[src/rtl/dmem_mmio_bridge.sv]
// dmem_mmio_bridge: M-stage data bridge routing loads/stores to data RAM or MMIO (LED, switches, timer, irq); DMEM_BRIDGE_PRESCALE_EN adds a timer prescaler at 0x14
module dmem_mmio_bridge #(
    parameter logic [31:0] MMIO_BASE = 32'hFFFF_0000,
    parameter int DRAM_AW = 10,
    parameter int LED_W = 16,
    parameter int SW_W = 16
) (
    input  logic clk,
    input  logic rst,
    input  logic memwriteM,
    input  logic [31:0] aluoutM,
    input  logic [31:0] writedataM,
    output logic [31:0] readdataM,
    output logic ram_we,
    output logic [DRAM_AW-1:0] ram_addr,
    output logic [31:0] ram_wdata,
    input  logic [31:0] ram_rdata,
    input  logic [SW_W-1:0] sw_i,
    output logic [LED_W-1:0] led_o,
    output logic irq_o
);
    logic isMmio, mmioWe, tick, ten, ien, match, unusedBits;
    logic [2:0] offset;
    logic [SW_W-1:0] swMeta, swSync;
    logic [31:0] count, compare, mmioRdata;
    assign isMmio = aluoutM[31:16] == MMIO_BASE[31:16];
    assign offset = aluoutM[4:2];
    assign mmioWe = memwriteM & isMmio;
    assign ram_we = memwriteM & ~isMmio;
    assign ram_addr = aluoutM[DRAM_AW+1:2];
    assign ram_wdata = writedataM;
    assign readdataM = isMmio ? mmioRdata : ram_rdata;
    assign unusedBits = ^aluoutM;
`ifdef DMEM_BRIDGE_PRESCALE_EN
    logic [7:0] presc, presCnt;
    assign tick = ten && presCnt == presc;
    // prescaler: count while enabled, wrap on reaching PRESC, restart on any PRESC write
    always_ff @(posedge clk) begin
        if (rst) begin
            presc <= '0;
            presCnt <= '0;
        end else if (mmioWe && offset == 3'd5) begin
            presc <= writedataM[7:0];
            presCnt <= '0;
        end else if (ten) begin
            presCnt <= tick ? 8'd0 : presCnt + 8'd1;
        end
    end
`else
    assign tick = ten;
`endif
    // MMIO read mux; unmapped offsets read 0
    always_comb begin
        mmioRdata = '0;
        case (offset)
            3'd0: mmioRdata = 32'(led_o);
            3'd1: mmioRdata = 32'(swSync);
            3'd2: mmioRdata = count;
            3'd3: mmioRdata = compare;
            3'd4: mmioRdata = {23'd0, match, 6'd0, ien, ten};
`ifdef DMEM_BRIDGE_PRESCALE_EN
            3'd5: mmioRdata = {24'd0, presc};
`endif
            default: mmioRdata = '0;
        endcase
    end
    // two-flop switch synchroniser
    always_ff @(posedge clk) begin
        if (rst) begin
            swMeta <= '0;
            swSync <= '0;
        end else begin
            swMeta <= sw_i;
            swSync <= swMeta;
        end
    end
    // software-written registers: LED, COMPARE, CTRL enables
    always_ff @(posedge clk) begin
        if (rst) begin
            led_o <= '0;
            compare <= '1;
            ten <= 1'b0;
            ien <= 1'b0;
        end else if (mmioWe) begin
            if (offset == 3'd0) led_o <= writedataM[LED_W-1:0];
            if (offset == 3'd3) compare <= writedataM;
            if (offset == 3'd4) begin
                ten <= writedataM[0];
                ien <= writedataM[1];
            end
        end
    end
    // timer: a COUNT write beats the increment; a new match beats the W1C clear
    always_ff @(posedge clk) begin
        if (rst) begin
            count <= '0;
            match <= 1'b0;
            irq_o <= 1'b0;
        end else begin
            count <= (mmioWe && offset == 3'd2) ? writedataM : tick ? count + 32'd1 : count;
            match <= (ten && count == compare) | (match & ~(mmioWe && offset == 3'd4 && writedataM[8]));
            irq_o <= match & ien;
        end
    end
endmodule
[config.mk]
export PLATFORM = sky130hd
export DESIGN_NAME = dmem_mmio_bridge
export DESIGN_NICKNAME = d
export VERILOG_FILES = /design/src/rtl/dmem_mmio_bridge.sv
export SDC_FILE = /design/constraint.sdc
export NUM_CORES = 1
export LEC_CHECK = 0
export ABC_AREA = 1
export BUFFER_PORTS_ARGS = -buffer_cell sky130_fd_sc_hd__buf_2
export CORE_ASPECT_RATIO = 0.5
export CORE_UTILIZATION = 55
export CTS_CLUSTER_SIZE = 28
export DETAILED_ROUTE_END_ITERATION = 7
export GPL_TIMING_DRIVEN = 0
export PLACE_DENSITY = 0.84
export SETUP_SLACK_MARGIN = 0.05
export SYNTH_ARGS = -nofsm -noshare
export SYNTH_HDL_FRONTEND = slang
export SYNTH_SLANG_ARGS = --single-unit
[constraint.sdc]
create_clock -name clk -period 2.9 [get_ports clk]
set_input_delay 0.145 -clock clk [delete_from_list [all_inputs] [get_ports clk]]
set_output_delay 0.145 -clock clk [all_outputs]
set_load 0.05 [all_outputs]
## After elaboration in Yosys (flattened, before gate mapping)

Cells that the tools add are included.

| cells by class | value |
|---|---|
| shift-type cells | 0 |
| bitwise operators | 7 |
| reduce and logical (&&, ||, !) cells | 9 |
| divide/modulo/power cells | 0 |
| multipliers | 0 |
| magnitude comparators | 0 |
| add/subtract/negate cells | 1 |
| muxes and demuxes | 4 |
| equality and inequality tests | 6 |

Operator list:

| cell | count |
|---|---|
| $pmux W32 S5 | 1 |
| $mux W32 | 3 |
| $add A32 B1 Y32 const B | 1 |
| $eq A32 B32 Y1 | 1 |
| $eq A16 B16 Y1 const B | 1 |
| $eq A3 B2 Y1 const B | 2 |
| $reduce_and A2 Y1 | 3 |
| $and A1 B1 Y1 | 4 |
| $logic_and A1 B1 Y1 | 4 |
| $eq A3 B1 Y1 const B | 1 |
| $eq A3 B3 Y1 const B | 1 |
| $logic_not A3 Y1 | 1 |
| $not A1 Y1 | 2 |
| $reduce_bool A2 Y1 | 1 |
| $or A1 B1 Y1 | 1 |

| word-level totals | value |
|---|---|
| input port bits | 115 |
| memories | 0 |
| bits in latches | 0 |
| bits in read-only memories | 0 |
| bits in writable memories | 0 |
| output and inout port bits | 92 |
| word-level logic and storage cells | 36 |
| bits in registers | 116 |

## Depth between registers and ports, before layout

Gate-level depths: netlist of the first run.

| depth | value |
|---|---|
| depth after elaboration | 7 |
| gate-level depth with buffers | 11 |
| gate-level depth less buffers | 11 |

## Worst setup path before layout of the first run

Ideal clock, no wire load.

| timing path | value |
|---|---|
| kind | register to output |
| start point | reg led_o[3] |
| end point | out readdataM[3] |
| required time | 2.755 ns |
| arrival time | 1.993 ns |
| path slack | 0.762 ns |
| stages on the path, launching flop included | 5 |
| path buffers | 0 |
| path through | dfxtp_1 > nand3_1 > o21ai_0 > a221oi_1 > o21ai_0 |

| between the ends | value |
|---|---|
| cells in the longest elaborated chain, start to end | 2 |

RTL lines:

| item | RTL line | text |
|---|---|---|
| from (decl) | 19 | `output logic [LED_W-1:0] led_o,` |
| from (signal assigned) | 85 | `if (offset == 3'd0) led_o <= writedataM[LED_W-1:0];` |
| $pmux W32 S5 | 55 | `case (offset)` |
| $mux W32 | 32 | `assign readdataM = isMmio ? mmioRdata : ram_rdata;` |
| to (decl) | 13 | `output logic [31:0] readdataM,` |

No other way between the ends.

## Final worst setup path of the first run

| timing path | value |
|---|---|
| start point | in aluoutM[25] |
| end point | out readdataM[29] |

| between the ends | value |
|---|---|
| cells in the longest elaborated chain, start to end | 2 |

RTL lines:

| item | RTL line | text |
|---|---|---|
| from (decl) | 11 | `input logic [31:0] aluoutM,` |
| $eq A16 B16 Y1 | 26 | `assign isMmio = aluoutM[31:16] == MMIO_BASE[31:16];` |
| $mux W32 | 32 |  |

No other way between the ends.

==> results of run 1 <==
cells by family (layout without fill, tap and decap cells):
family | Yosys count | after routing | synth area share, %
AND/OR/NAND/NOR | 590 | 590 | 34.8
buffers and inverters | 243 | 495 | 16.4
AO/OA/AOI/OAI | 160 | 160 | 13.3
flip-flops | 116 | 116 | 33.0
XOR/XNOR | 19 | 19 | 2.37
adder cells (fa/ha/maj) | 1 | 1 | 0.178
repair_timing:
item	4_1_cts	5_1_grt
hold buffers	28	0
buffers inserted	0	0
endpoints found under the hold margin	28	0
metrics by stage:
stage	hold slack, ns	utilization, %
floorplan	0.252	-
global placement	0.349	67.7
detailed placement	0.352	67.7
CTS	0.000846	74.7
global route	0.0231	74.7
finish	0.00583	74.7
registers in the layout, indices dropped and copies added, names as in the netlist:
register / cells
compare: 32
led_o: 16
count: 32
match: 1
swSync: 16
swMeta: 16
ien: 1
irq_o: 1
ten: 1
power by group through the flow:
stage,Combinational [mW],Clock [mW],Sequential [mW]
floorplan,0.346,0,1.65
global placement,0.515,0,1.65
detailed placement,0.522,0,1.65
CTS,0.553,2.06,1.62
global route,0.595,2.15,1.62
finish,0.565,2.09,1.62
cells in the final DEF, fill, tap and decap left out, drive strengths merged, types with 2 or more instances in the layout:
cell,n
a22oi,16
xor2,11
inv,151
xnor2,8
nand4,8
o22ai,14
dlygate4sd3,28
buf,264
dfxtp,116
nor3,13
nand3b,3
nand2,309
o21ai,77
nand3,105
o211ai,25
clkbuf,46
a21oi,23
clkinv,3
nor2,151
a211oi,3
clkinvlp,2
path summary, 6_finish.rpt:
| check | from | to | slack [ns] |
|---|---|---|---|
| setup / recovery | aluoutM[25] | readdataM[29] | 0.64 |
| hold / removal | writedataM[12] | compare[12] | 0.006 |
| setup reg to reg | count[1] | count[28] | 0.92 |
| hold reg to reg | swMeta[7] | swSync[7] | 0.40 |
worst reg2reg max path: cells and delay by family, from the launching register on:
kind | cells | cell delay, ns
and+or+nand+nor | 8 | 1.12
adders and majority gates | 1 | 0.22
DFF | 1 | 0.45
AOI/OAI and AO/OA | 1 | 0.06
per-layer routing:
| metal | vias up | share of wire, % |
|---|---|---|
| li1 | 4022 | - |
| met2 | 507 | 44 |
| met4 | 0 | 2.1 |
| met3 | 52 | 12 |
| met5 | - | 0 |
| met1 | 3793 | 42 |
area by class of cell:
cell class,count,area [sq um]
clock inverter,14,140
multi-input combinational,770,3560
timing repair buffer,220,1240
tap,165,206
fill,1019,3070
inverter,143,537
buffer,100,614
clock buffer,18,429
sequential,116,2320
==> metrics.md, run 1 <==
| Metric | Value |
|---|---|
| Status | `finished, final reports clean` |
| CTS Buf Count | `17` |
| Post-Layout Cell Count | `1546` |
| Post-Syn Area | `between 7000 and 8000 sq um` |
| I/O Pins | `207` |
| Max Root-Sink Buffers | `2` |
| Initial Util | `58.0%` |
| Top-area cell type share of the netlist area | `33.0%` |
| Slowest stage delay, CP | `0.60 ns` |
| HP Class | `in2reg` |
| Logic pwr share | `13.2%` |
| Critical path launch point type | `input pin` |
| Crit path cell chain | `buf_2 -> nand2_1 -> nor2_1 -> nand2_1 -> nor2_4 -> inv_1 -> buf_2 -> clkbuf_1 -> nand2_1 -> o21ai_0 -> buf_2` |
| Total track usage | `39.0%` |
| Pint | `3.00 mW` |
| VDD IR max | `around 0.00034 V` |
| Pwr/cell area | `around 470 nW/um^2` |
| Cell Rows | `28` |
| Final period demand of the worst path | `2.26 ns` |
| Post-DP HPWL | `18700 um` |
| Static leakage | `4.47 nW` |
| Crit path max fanout | `10` |
| Placed Instance Area | `8200 sq um` |
| Placed cells | `1486` |
| CP endpoint kind | `output port` |
| First-pass GRT wire length | `just under 40000 um` |
| Clock Power Share | `48.9%` |
| Post-route cell area | `9050 sq um` |
| CP Depth | `11` |
| Root buf cell | `clkbuf_16` |
| Setup TNS | `0 ns` |
| Worst slew margin | `roughly 51%` |
| Worst-Margin Slew | `0.730 ns` |
| Total power | `about 4.3 mW` |
| Clock tree sinks | `between 100 and 150` |
| Post-route DRC violation count | `0` |
| Clk_lat worst skew | `roughly 0.42 ns` |
| Count leader, synth | `nand2_1` |
| Clock skew | `0.0107 ns` |
| Final antenna-violating net count | `0` |
| TritonRoute pass-1 iters | `6` |
| Sw frac | `29.7%` |
| CP max stage cell | `clkbuf_1` |
| Cells after synthesis | `1129` |
| Endpoints failing setup | `0` |
| Tcrit/Tclk final | `77.8%` |
| Hold Fails Final Rpt | `0` |
| Synth cell count leaders | `309 x nand2_1, 144 x nor2_1, 142 x inv_1` |
| Final setup margin | `0.644 ns` |
| Final nets | `1484` |
| Yosys reg bits | `about 120` |
| Grt met2 use | `64.0%` |
| Critical Path RT | `roughly 2.8 ns` |
| Synth area leaders | `dfxtp_1 33%, nand2_1 16%, nor2_1 7.7%` |
| Cell family with most CP delay | `buffers and inverters` |
| CP bufs+invs | `5` |
| Wire per inst | `16.7 um` |
| Top_reg_cell synth | `dfxtp_1` |
| Reg power frac | `a little under two fifths` |
| RSZ-0062 raised after global routing | `no` |
| Vias | `8374` |
| Initial DRC count | `approximately 930` |
| GRT Max-Usage Layer | `met2` |
| Initial antenna violation count | `0` |
| TritonCTS clock tree | `built` |
| Post-synth EDFFs | `0` |
| H-tree levels | `4` |
| Cell depth of the worst flop-to-flop path | `10` |
| Setup WS pre-CTS | `~0.76 ns` |
| Largest net degree at the start of global routing | `17` |
| Grt total ovfl | `0` |
| PostCTS Resize Cnt | `0` |
| Number of global-route vias before repair | `7415` |
| Syn avg cell area | `6.23 sq um` |
| Global Route met1 Usage | `roughly half` |
| Proportion of layout cells with a drive suffix above 1 | `21.9%` |
| Count of input and output buffers | `192` |
| Critical path type | `in2out` |
| Max cap viols | `0` |
| Die Span X | `162 um` |
| Syn nets | `1245` |
| Wirelength, routed | `around 26000 um` |
| GRT met3 Usage | `10.1%` |
| Synth async-reset ratio | `0%` |
| WHS Path Cells | `3` |
| Ys Warns | `0` |
| CP arrival | `2.11 ns` |
| Yosys cell types | `32` |
| Die Y | `82.0 um` |
| # diodes | `0` |
| Synth-to-layout area growth | `28.7%` |
| Final GP Congestion | `0.972` |
| Fmax | `around 0.44 GHz` |
| Die area | `13300 sq um` |
| Largest area contributor in the netlist | `dfxtp_1` |
| Via-to-Cell Ratio | `between 5 and 6` |
| Post-synthesis sequential area ratio | `33.0%` |
| CORE AREA | `between 10000 and 15000 sq um` |
| Sw power | `approximately 1.3 mW` |
| Reg clk slew, reported paths | `around 0.060 ns` |
| Slew Viols, Final | `0` |
No activity file was read; power rests on OpenSTA's default activity.
==> run 2: changes to the inputs <==
--- a/config.mk
+++ b/config.mk
@@ -8,11 +8,11 @@
 export ABC_AREA = 1
 export BUFFER_PORTS_ARGS = -buffer_cell sky130_fd_sc_hd__buf_2
 export CORE_ASPECT_RATIO = 0.5
-export CORE_UTILIZATION = 55
+export CORE_UTILIZATION = 48
 export CTS_CLUSTER_SIZE = 28
 export DETAILED_ROUTE_END_ITERATION = 7
 export GPL_TIMING_DRIVEN = 0
-export PLACE_DENSITY = 0.84
+export PLACE_DENSITY = 0.78
 export SETUP_SLACK_MARGIN = 0.05
 export SYNTH_ARGS = -nofsm -noshare
 export SYNTH_HDL_FRONTEND = slang
==> constraint.sdc (replaced) <==
create_clock -name clk -period 2 [get_ports clk]
set_input_delay 0.1 -clock clk [delete_from_list [all_inputs] [get_ports clk]]
set_output_delay 0.1 -clock clk [all_outputs]
set_load 0.05 [all_outputs]
==> metrics.md, run 2 (synthesis results as in run 1) <==
| Metric | Value |
|---|---|
| WHS Path Cells | `3 (unchanged)` |
| Via-to-Cell Ratio | `5.28 (-2.4%)` |
| Most frequent cells in the layout | `308 x nand2_1, 204 x buf_2, 142 x nor2_1, 142 x inv_1, 115 x dfxtp_1` |
| Clock skew | `0.00993 ns (-0.000777 ns)` |
| Final GP Congestion | `1.00 (+2.8%)` |
| Post-route cell area | `9300 sq um (+2.7%)` |
| Count of input and output buffers | `192 (unchanged)` |
| Tcrit/Tclk final | `92.9%` |
| Die Y | `87.6 um (+6.9%)` |
| Static leakage | `4.56 nW (+1.9%)` |
| Post-route DRC violation count | `0 (unchanged)` |
| Critical Path RT | `1.90 ns (-0.86 ns)` |
| First-pass GRT wire length | `39800 um (+2.6%)` |
| Grt total ovfl | `0 (unchanged)` |
| Hold Fails Final Rpt | `0 (unchanged)` |
| Die Span X | `173 um (+7.0%)` |
| Wire per inst | `16.3 um (-2.4%)` |
| Root buf cell | `clkbuf_16` |
| Slew Viols, Final | `0 (unchanged)` |
| Status | `finished, final reports clean` |
| Initial DRC count | `915 (-2.0%)` |
| Final antenna-violating net count | `0 (unchanged)` |
| CORE AREA | `13900 sq um (+15%)` |
| Proportion of layout cells with a drive suffix above 1 | `22.5% (+0.51 points)` |
| CP arrival | `1.76 ns (-0.35 ns)` |
| Die area | `15200 sq um (+14%)` |
| Max cap viols | `0 (unchanged)` |
| TritonRoute pass-1 iters | `6 (unchanged)` |
| Initial Util | `50.5% (-7.5 points)` |
| Clock tree sinks | `116 (unchanged)` |
| HP Class | `in2reg` |
| Cell Rows | `30 (+7.1%)` |
| Critical path launch point type | `flip-flop` |
| Worst slew margin | `55.0% (+3.6 points)` |
| Pwr/cell area | `682 nW/um^2 (+45%)` |
| Max Root-Sink Buffers | `2 (unchanged)` |
| Largest net degree at the start of global routing | `17 (unchanged)` |
| Endpoints failing setup | `0 (unchanged)` |
| Commonest non-fill, non-tap cell in the layout | `nand2_1` |
| Synth-to-layout area growth | `32.1%` |
| CTS Buf Count | `17 (unchanged)` |
| Reg clk slew, reported paths | `0.06 ns (about the same)` |
| CP endpoint kind | `output port` |
| # diodes | `0 (unchanged)` |
| Cell depth of the worst flop-to-flop path | `9 (-1)` |
| I/O Pins | `207 (unchanged)` |
| Vias | `8381 (+0.084%)` |
| Worst-Margin Slew | `0.675 ns (-0.0544 ns)` |
| Placed Instance Area | `8240 sq um (+0.41%)` |
| Fmax | `~0.54 GHz` |
| Final period demand of the worst path | `between 1.5 and 2 ns` |
| RSZ-0062 raised after global routing | `yes` |
| TritonCTS clock tree | `built` |
| Critical path type | `reg2out` |
| H-tree levels | `4 (unchanged)` |
| VDD IR max | `0.000550 V (+63%)` |
| Wirelength, routed | `25800 um (+0.16%)` |
| Top Registers | `compare x32, count x32` |
| Setup TNS | `0 ns (unchanged)` |
| Initial antenna violation count | `0 (unchanged)` |
| Total track usage | `34.0% (-5.0 points)` |
| Post-DP HPWL | `19100 um (+2.1%)` |
| Crit path max fanout | `10 (unchanged)` |
| Final nets | `1497 (+0.88%)` |
| Clk_lat worst skew | `0.42 ns (about the same)` |
| Number of global-route vias before repair | `7521 (+1.4%)` |
==> run 2: changes by cell type in the layout (fill, tap and decap cells not counted), moves of 2 or more <==
| cell | change |
|---|---|
| buf_12 | +2 |
| buf_2 | -3 |
| clkbuf_1 | -2 |
| clkbuf_2 | +2 |
| clkbuf_4 | +3 |
| clkinv_4 | +2 |
| dlygate4sd3_1 | +10 |
| inv_6 | -2 |
| nor2_1 | -2 |
| nor2_4 | +2 |
| o21ai_0 | -15 |
| o21ai_1 | +15 |
==> run 2: power breakdown <==
part           internal (mW)  switching [mW]
clock network           1.88            1.28
registers               2.34         0.00676
logic                  0.286           0.549
==> run 2: worst paths after layout <==
check	end	start	slack, ns
max reg2reg	count[24]	count[0]	0.21
min reg2reg	swSync[0]	swMeta[0]	0.40
min	led_o[12]	writedataM[12]	0.01
max	readdataM[0]	ten	0.14
==> run 2: worst max-delay path: stages (launching register included) <==
cell and delay (ns):
dfxtp_1 0.31, buf_2 0.24, inv_1 0.17, o22ai_1 0.16
a211oi_1 0.06, o21ai_1 0.12, buf_2 0.27
==> run 2: area by class of cell <==
type                            instances  area, sq um
Fill cell                            1233         4630
Multi-Input combinational cell        770         3580
Sequential cell                       116         2320
Timing Repair Buffer                  233         1400
Buffer                                100          617
Inverter                              143          537
Clock buffer                           18          429
Tap cell                              192          240
Clock inverter                         14          169
==> run 2: repair_timing <==
| item | CTS | global route |
|---|---|---|
| gates resized for setup | 1 | 13 |
| hold endpoints to repair | 42 | 0 |
| pin swaps | 0 | 3 |
| buffers inserted | 0 | 3 |
| endpoints found under the setup margin | 9 | 28 |
| hold buffers | 38 | 0 |
==> run 2: per-stage QoR <==
stage | cells | hold slack [ns] | utilization, % | setup slack (ns) | power (mW)
2_1_floorplan | 1129 | 0.207 | - | 0.0779 | 2.90
3_3_place_gp | 1513 | 0.301 | 59.1 | 0.0660 | 3.15
3_5_place_dp | 1513 | 0.305 | 59.1 | -0.0217 | 3.16
4_1_cts | 1583 | 0.00255 | 66.2 | 0.0584 | 6.31
5_1_grt | 1586 | 0.0210 | 66.7 | 0.0457 | 6.49
6_report | 1586 | 0.0111 | 66.7 | 0.142 | 6.34
==> run 2: metal layers <==
metal | GRT usage [%] | part of all wire, % | up-vias
met5 | 0 | 0 | -
li1 | - | - | 4055
met4 | 9.01 | 1.5 | 0
met2 | 54.8 | 43 | 496
met3 | 5.25 | 11 | 44
met1 | 47.9 | 45 | 3786
